==> src/rtl/sha256_digest_reader_pkg.sv <==
// Shared SHA-256 types and constants for the hash core, accumulators and readout.
// Latency: n/a (types, constants and a pure word-select helper only).
// Backpressure: n/a.
package sha256_pkg;

  localparam int WORDS = 8;

  typedef logic [31:0]          word_t;
  typedef logic [WORDS*32-1:0]  digest_t;

  // Initial hash values H0..H7, H0 in the top word; the accumulator bank loads these.
  localparam digest_t H_INIT = {
    32'h6a09e667, 32'hbb67ae85, 32'h3c6ef372, 32'ha54ff53a,
    32'h510e527f, 32'h9b05688c, 32'h1f83d9ab, 32'h5be0cd19
  };

  // Readout FSM encoding.
  localparam logic [0:0] IDLE = 1'b0;
  localparam logic [0:0] SEND = 1'b1;

  // Word idx of a digest, counting H0 (bits [255:224]) as word 0.
  function automatic word_t digest_word(digest_t d, logic [2:0] idx);
    return d[(WORDS - 1 - int'(idx)) * 32 +: 32];
  endfunction

endpackage

==> src/rtl/sha256_digest_reader_if.sv <==
// Capture and word-stream signals between the hash core, the reader and its consumer.
// Latency: n/a (wiring only).
// Backpressure: out_ready stalls the word stream; ready_o tells the core when a digest is taken.
interface sha256_digest_reader_if;
  import sha256_pkg::*;

  logic        digest_valid;
  digest_t     digest_in;
  logic        ready_o;
  logic        out_valid;
  logic        out_ready;
  word_t       out_data;
  logic [2:0]  out_index;
  logic        out_last;
  logic        hit;
  logic        hit_valid;
  logic        overrun;

  modport master (
    output digest_valid, digest_in, out_ready,
    input  ready_o, out_valid, out_data, out_index, out_last, hit, hit_valid, overrun
  );

  modport slave (
    input  digest_valid, digest_in, out_ready,
    output ready_o, out_valid, out_data, out_index, out_last, hit, hit_valid, overrun
  );

endinterface

==> src/rtl/sha256_digest_reader_zero_prefix.sv <==
// Flags a 256-bit value whose ZERO_BITS most significant bits are all zero (mining hit).
// Latency: combinational.
// Backpressure: none.
module sha256_zero_prefix #(
  parameter int ZERO_BITS = 32
) (
  input  logic [255:0] din,
  output logic         hit
);

  // Leading-bit window compared against zero; legal widths are 1..256.
  assign hit = (din[255 -: ZERO_BITS] == '0);

endmodule

==> src/rtl/sha256_digest_reader.sv <==
// Captures a completed SHA-256 digest and streams it out as eight words, H0 first.
// Latency: digest_valid at t gives H0 (and hit/hit_valid) at t+1; one word per cycle after.
// Backpressure: out_ready stalls the stream; digests offered while ready_o=0 are dropped (overrun).
module sha256_digest_reader
  import sha256_pkg::*;
#(
  parameter int ZERO_BITS = 32
) (
  input  logic                   clk,
  input  logic                   rst_n,
  sha256_digest_reader_if.slave  bus
);

  logic [0:0]  state;
  digest_t     shadow;
  logic [2:0]  idx;
  logic        hit_q;
  logic        hit_valid_q;
  logic        overrun_q;
  logic        hit_nxt;
  logic        last_word;
  logic        handshake;
  logic        capture;

  assign last_word = (idx == 3'(WORDS - 1));
  assign handshake = (state == SEND) && bus.out_ready;

  // Accept a new digest when idle, or when the final word leaves this cycle (no bubble).
  assign bus.ready_o = (state == IDLE) || ((state == SEND) && last_word && bus.out_ready);
  assign capture     = bus.digest_valid && bus.ready_o;

  assign bus.out_valid = (state == SEND);
  assign bus.out_data  = (state == SEND) ? digest_word(shadow, idx) : '0;
  assign bus.out_index = idx;
  assign bus.out_last  = (state == SEND) && last_word;
  assign bus.hit       = hit_q;
  assign bus.hit_valid = hit_valid_q;
  assign bus.overrun   = overrun_q;

  // Hit is judged on the incoming digest so it is ready alongside H0.
  sha256_zero_prefix #(.ZERO_BITS(ZERO_BITS)) u_zero_prefix (
    .din (digest_in_w()),
    .hit (hit_nxt)
  );

  function automatic digest_t digest_in_w();
    return bus.digest_in;
  endfunction

  // Frame FSM: capture into the shadow register, then walk the word index on each handshake.
  always_ff @(posedge clk or negedge rst_n) begin
    if (!rst_n) begin
      state  <= IDLE;
      shadow <= '0;
      idx    <= '0;
    end else if (capture) begin
      state  <= SEND;
      shadow <= bus.digest_in;
      idx    <= '0;
    end else if (handshake) begin
      if (last_word) begin
        state <= IDLE;
        idx   <= '0;
      end else begin
        idx <= idx + 3'd1;
      end
    end
  end

  // Hit result and status pulses; hit holds until the next capture.
  always_ff @(posedge clk or negedge rst_n) begin
    if (!rst_n) begin
      hit_q       <= 1'b0;
      hit_valid_q <= 1'b0;
      overrun_q   <= 1'b0;
    end else begin
      hit_valid_q <= capture;
      overrun_q   <= bus.digest_valid && !bus.ready_o;
      if (capture) begin
        hit_q <= hit_nxt;
      end
    end
  end

endmodule

==> src/flat_wrapper.sv <==
// flat-port wrapper written by rule: the top's interface ports become plain ports
module sha256_digest_reader_flat import sha256_pkg::*;
#(
  parameter int ZERO_BITS = 32
)
  (clk, rst_n, bus_digest_valid, bus_digest_in, bus_out_ready, bus_ready_o, bus_out_valid, bus_out_data, bus_out_index, bus_out_last, bus_hit, bus_hit_valid, bus_overrun);
  sha256_digest_reader_if bus_i ();
  input  logic clk;
  input  logic rst_n;
  input wire logic [$bits(bus_i.digest_valid)-1:0] bus_digest_valid;
  input wire logic [$bits(bus_i.digest_in)-1:0] bus_digest_in;
  input wire logic [$bits(bus_i.out_ready)-1:0] bus_out_ready;
  output wire logic [$bits(bus_i.ready_o)-1:0] bus_ready_o;
  output wire logic [$bits(bus_i.out_valid)-1:0] bus_out_valid;
  output wire logic [$bits(bus_i.out_data)-1:0] bus_out_data;
  output wire logic [$bits(bus_i.out_index)-1:0] bus_out_index;
  output wire logic [$bits(bus_i.out_last)-1:0] bus_out_last;
  output wire logic [$bits(bus_i.hit)-1:0] bus_hit;
  output wire logic [$bits(bus_i.hit_valid)-1:0] bus_hit_valid;
  output wire logic [$bits(bus_i.overrun)-1:0] bus_overrun;
  assign bus_i.digest_valid = bus_digest_valid;
  assign bus_i.digest_in = bus_digest_in;
  assign bus_i.out_ready = bus_out_ready;
  assign bus_ready_o = bus_i.ready_o;
  assign bus_out_valid = bus_i.out_valid;
  assign bus_out_data = bus_i.out_data;
  assign bus_out_index = bus_i.out_index;
  assign bus_out_last = bus_i.out_last;
  assign bus_hit = bus_i.hit;
  assign bus_hit_valid = bus_i.hit_valid;
  assign bus_overrun = bus_i.overrun;
  sha256_digest_reader #(.ZERO_BITS(ZERO_BITS)) u_core (.clk(clk), .rst_n(rst_n), .bus(bus_i));
endmodule
==> config.mk <==
export PLATFORM = sky130hd
export DESIGN_NAME = sha256_digest_reader_flat
export DESIGN_NICKNAME = d
export VERILOG_FILES = /design/src/rtl/sha256_digest_reader_pkg.sv /design/src/rtl/sha256_digest_reader_if.sv /design/src/rtl/sha256_digest_reader_zero_prefix.sv /design/src/rtl/sha256_digest_reader.sv /design/src/flat_wrapper.sv
export SDC_FILE = /design/constraint.sdc
export NUM_CORES = 1
export LEC_CHECK = 0
export BUFFER_PORTS_ARGS = -buffer_cell sky130_fd_sc_hd__buf_2
export CAP_MARGIN = 40
export CORE_UTILIZATION = 32
export CTS_CLUSTER_DIAMETER = 50
export DETAILED_ROUTE_END_ITERATION = 10
export PLACE_DENSITY = 0.61
export SLEW_MARGIN = 30
export SYNTH_ARGS = -nofsm -noshare
export SYNTH_HDL_FRONTEND = slang
export SYNTH_HIERARCHICAL = 1
export SYNTH_SLANG_ARGS = --single-unit
export TNS_END_PERCENT = 1
==> constraint.sdc <==
create_clock -name clk -period 5.57 [get_ports clk]
set_input_delay 0 -clock clk [delete_from_list [all_inputs] [get_ports clk]]
set_output_delay 0 -clock clk [all_outputs]
set_load 0.01 [all_outputs]
Word level (Yosys, flattened, before mapping). Cells that the tools add are included.

Register bits: 263. Input port bits: 260. Output and inout bits: 41. Logic and storage cells: 29.

Add/subtract/negate cells: 2. Equal/unequal tests: 1. Shifts and indexed selects: 1. Muxes and demuxes: 7. Bitwise gates (word level): 1. Reductions and logical operators: 11.

Operators by type and width (count): 256-bit by 32-bit variable part select with 32-bit output (1); 32-bit logical NOT (1); 32-bit two-way mux (1); 3-bit two-way mux (3); 1-bit logical AND (5); 2-bit nonzero test (2); 3-bit by 3-bit subtractor with 4-bit output, first input constant (1); 3-bit by 1-bit adder with 3-bit output, second input constant (1); 3-bit == test, second input constant (1); 1-bit two-way mux (3); 2-bit AND reduction (1); 1-bit logical NOT (1); 1-bit logical OR (1); 1-bit NOT (1).

Logic depth before layout (Yosys ltp).
Depth after elaboration: 7. Mapped depth: 8. Gate-level depth less buffers: 5.

Cells and area by module. Netlist, hierarchy kept.

Modules (own cells, without submodules): sha256_digest_reader (instances 1, cells an instance 787, area an instance 12834.8 µm², sequential area each 6581.3 µm²); sha256_zero_prefix (instances 1, cells an instance 11, area an instance 72.6 µm², sequential area each 0.0 µm²).

Least setup slack after synthesis. No wires, ideal clock.

Path type: flip-flop to flip-flop. Start point: register u_core.idx[0] (netlist: u_core/bus.out_index[0]). End point: register u_core.shadow[100]. Library setup time: 125 ps. Arrival time: 1916 ps. Required time: 5445 ps. Slack: 3529 ps. Cell stages (with the launch flop): 9. Buffers on the path: 3. Period minus slack after synthesis: 2041 ps. Cells stage by stage: dfrtp_1 > ha_1 > ha_1 > a21bo_4 > and2_4 > buf_6 > buf_8 > buf_6 > mux2_4.

Cells in the longest elaborated chain, start to end: 5.

RTL lines: start, declared (line sha256_digest_reader.sv:16) `logic [2:0] idx;`; start signal, assigned (line sha256_digest_reader.sv:65) `idx <= idx + 3'd1;`; 3-bit == test (line sha256_digest_reader.sv:25) `assign last_word = (idx == 3'(WORDS - 1));`; 1-bit logical AND (2 in a row) (line sha256_digest_reader.sv:29) `assign bus.ready_o = (state == IDLE) || ((state == SEND) && last_word && bus.out_ready);`; 1-bit logical OR (line sha256_digest_reader.sv:29); net bus_ready_o (line flat_wrapper.sv:13) `output wire logic [$bits(bus_i.ready_o)-1:0] bus_ready_o;`; 1-bit logical AND (line sha256_digest_reader.sv:30) `assign capture = bus.digest_valid && bus.ready_o;`; end signal, assigned (line sha256_digest_reader.sv:58) `shadow <= bus.digest_in;`; end, declared (line sha256_digest_reader.sv:15) `digest_t shadow;`.

The timed path passes the listed nets, and every way through them passes these cells. A chain may end at the register's enable or synchronous reset.

Worst setup path in the final report.
Start point: register u_core.idx[2] (netlist: u_core/bus.out_index[2]). End point: register u_core.shadow[0].

Cells in the longest elaborated chain, start to end: 5.

RTL lines (line): 3-bit == test (sha256_digest_reader.sv:25); 1-bit logical AND (2 in a row) (sha256_digest_reader.sv:29); 1-bit logical OR (sha256_digest_reader.sv:29); 1-bit logical AND (sha256_digest_reader.sv:30).

No other way between the ends.

==> flow_summary_export.csv <==
group,metric,value,unit
floorplan,start_util,32.5,%
setup_path,critPathCaptureType,"flop",
clock_tree,htreeDepth,2,
place,numPortBuffers,300,
grt,grtUsageTotal,17.9,%
setup_path,worstSetupPathType,"reg -> reg",
drt,drc,0,
logic_synthesis,syn-instance-count,798,
flow_run,drv_cap,0,
drt,top_layer,"met4",
sta,max_slew_margin,41.2,%
sta,finalSetupViolCount,0,
place,place.gp.congestion,0.740,
sta,grt_setup_unrepaired,"no",
setup_path,cp.depth,6,
grt,grt_pass1_vias,10200,
floorplan,io_pins,301,
logic_synthesis,ys_seq_elements,263,
drt,vias,8923,
drt,dr_wl_met2,17.2,mm
place,dp_slack,2.20,ns
drt,wl_per_cell,19.1,um
final_layout,syn_to_final_growth,46.3,%
power_and_ir_drop,p_leak,8.68,nW
setup_path,slowest_stage,"dfrtp_4",
setup_path,rr_worst_depth,6,
grt,grt_pass1_wl,57.2,mm
setup_path,max_stage_delay,0.96,ns
clock_tree,clkLatencyLatePin,0.53,ns
grt,antenna_found_initial,2,
clock_tree,cts_num_sinks,263,
drt,drtAntennaViolNets,0,
setup_path,arrival,3.76,ns
place,dpl.hpwl,22.3,mm
clock_tree,clock_path_buffers,3,
sta,tightest_slew,0.882,ns
sta,fmax,299,MHz
drt,wl,36.5,mm
drt,initialDrtViolationCount,340,
setup_path,cp_max_fo,48,
clock_tree,cts_tree,"built",
worst_hold_path,hold_path.class,"in -> async",
logic_synthesis,ys_seq_area_share,51.0,%
floorplan,rows,73,
setup_path,critPathTopFamily,"flip-flops",
final_layout,nets,1621,
sta,period_minus_slack,3.35,ns
final_layout,drive_above_1_share,51.0,%
power_and_ir_drop,power_density,516,nW/um^2
logic_synthesis,syn_nets,1060,
setup_path,cp.required,5.99,ns
final_layout,fill_cells,3410,
setup_path,worstSetupStartpointType,"flop",
drt,wl_met3,1.90,mm
drt,drt-met1-wl,16.3,mm
sta,final.period_utilization,60.1,%
final_layout,stdcell_area,18900,um^2
drt,viasPerCell,4.66,
floorplan,coreArea,39700,um^2
floorplan,dieArea,41100,um^2
sta,fin_ws,2.22,ns
logic_synthesis,synth_warnings,6,
grt,gr-total-overflow,0,
logic_synthesis,syn_avg_cell_area,16.2,um^2
floorplan,fp.dieW,203,um
sta,slew_violations,0,
clock_tree,post_cts_buffers,0,
clock_tree,cts_buffers,39,
sta,hold_violations,0,
sta,final.setup.tns,0,ns
clock_tree,root_buffer,"clkbuf_16",
logic_synthesis,syn_area,12900,um^2
logic_synthesis,synth_cell_types,26,
floorplan,die_height,203,um
run_status,status,"finished, final reports clean",
setup_path,path_cells,"ha_1, a21bo_4, and2_4, buf_12, buf_4, mux2_2",
sta,fin_worst_skew,0.0129,ns
power_and_ir_drop,irDropWorstVdd,263,uV
setup_path,crit_buf_inv,2,
place,postPlaceCellArea,14900,um^2
clock_tree,cts.clk_slew.worst_paths,0.05,ns
grt,grt_max_degree,138,
drt,drt_first_pass_iters,4,
-- synthesized netlist by cell type (all sizes together) --
cell type | n | share of area [%]
mux2 | 289 | 32
dfrtp | 263 | 51
buf | 40 | 2.9
inv | 33 | 0.96
mux2i | 33 | 2.6
a221oi | 32 | 2.2
mux4 | 32 | 5.6
o21ai | 32 | 1.2
clkbuf | 18 | 0.52
nor4 | 8 | 0.44
nor2 | 3 | 0.087
a22o | 2 | 0.14
and2 | 2 | 0.12
ha | 2 | 0.19
nand2 | 2 | 0.058
nand2b | 2 | 0.097
nand4 | 2 | 0.097
a21bo | 1 | 0.13
a21oi | 1 | 0.039
o31ai | 1 | 0.058
-- layer usage --
metal,global-route usage [%],vias to the layer above
met5,0,-
met2,28.7,275
met1,23.7,4489
li1,-,4089
met3,3.52,70
met4,7.44,0
-- final cells by class --
type / count / area [um^2] / share of cell area, %
tap: 525 / 657 / 3.48
sequential: 263 / 6590 / 34.9
clock inverter: 15 / 211 / 1.12
multi-input combinational: 444 / 5760 / 30.5
timing repair buffer: 578 / 4400 / 23.3
clock buffer: 54 / 1120 / 5.96
antenna: 2 / 5.00 / 0.0265
inverter: 33 / 124 / 0.656
-- sequential cells by signal, summed over array words and instances, names as in the netlist --
name	count
u_core/shadow	256
u_core/bus.out_index	3
u_core/bus.hit	1
u_core/bus.hit_valid	1
u_core/bus.out_valid	1
u_core/bus.overrun	1
-- cell usage in the layout (no fill, tap or decap), types with 2 or more instances in the layout --
| cell | netlist | layout |
|---|---|---|
| mux2_4 | 219 | 219 |
| nor4_1 | 7 | 7 |
| buf_12 | 0 | 6 |
| nand2_1 | 2 | 2 |
| clkinv_4 | 0 | 2 |
| mux4_2 | 32 | 32 |
| a22o_1 | 2 | 2 |
| nand4_1 | 2 | 2 |
| mux2_2 | 70 | 70 |
| clkbuf_8 | 0 | 5 |
| ha_1 | 2 | 2 |
| clkbuf_1 | 18 | 8 |
| nor2_1 | 3 | 2 |
| buf_16 | 0 | 4 |
| inv_1 | 33 | 33 |
| mux2i_1 | 33 | 33 |
| clkbuf_16 | 0 | 41 |
| buf_2 | 10 | 299 |
| o21ai_0 | 32 | 32 |
| dfrtp_1 | 263 | 260 |
| dlygate4sd3_1 | 0 | 260 |
| bufinv_16 | 0 | 4 |
| buf_4 | 4 | 8 |
| dfrtp_4 | 0 | 2 |
| clkinvlp_4 | 0 | 3 |
| diode_2 | 0 | 2 |
| a221oi_1 | 32 | 32 |
| inv_6 | 0 | 4 |
-- worst min-delay path: stages --
cell and delay (ns):
dlygate4sd3_1 0.56, buf_8 0.15, buf_12 0.24
-- final timing paths --
kind,startpoint,to,slack (ns)
setup / recovery,u_core/bus.out_index[2]$_DFFE_PN0P_,u_core/shadow[0]$_DFFE_PN0P_,2.22
hold / removal,rst_n,u_core/shadow[64]$_DFFE_PN0P_,0.06
setup reg to reg,u_core/bus.out_index[2]$_DFFE_PN0P_,u_core/shadow[0]$_DFFE_PN0P_,2.22
hold reg to reg,u_core/shadow[6]$_DFFE_PN0P_,u_core/shadow[6]$_DFFE_PN0P_,0.50
max in group asynchronous,rst_n,u_core/shadow[241]$_DFFE_PN0P_,4.69
min in group clk,bus_digest_in[199],u_core/shadow[199]$_DFFE_PN0P_,0.22
-- per-stage QoR --
step | hold WS (ns) | std cells | total power, mW | utilization [%]
after floorplan | -0.296 | 798 | 5.96 | -
after global placement | 0.169 | 1576 | 6.90 | 37.2
after detailed placement | -0.0760 | 1582 | 7.06 | 37.5
after CTS | 0.0363 | 1912 | 9.81 | 47.5
after global routing | 0.0572 | 1914 | 10.3 | 47.5
final | 0.0553 | 1914 | 9.75 | 47.5
-- repair_timing --
| item | in CTS | in global routing |
|---|---|---|
| hold endpoints to repair | 525 | 0 |
| hold buffers | 261 | 0 |
| resized for setup | 0 | 0 |
-- power by group --
part           internal [mW]  switching (mW)  leakage [nW]
sequential              2.84           0.596          3.21
clock                   1.61           0.926         0.644
combinational           2.36            1.41          4.83
total                   6.82            2.93          8.68
-- cells by family (layout without fill, tap and decap cells) --
group                      count (synthesis)  count (layout)  share of synthesized area, %
DFF                                      263             263                          51.0
other                                      0               2                             0
buffers and inverters                     91             680                          4.43
and+or+nand+nor                           19              19                         0.892
muxes                                    354             354                          39.7
AOI/OAI and AO/OA                         69              69                          3.77
adders and majority gates                  2               2                         0.194
Power figures use the tool's default switching activity.
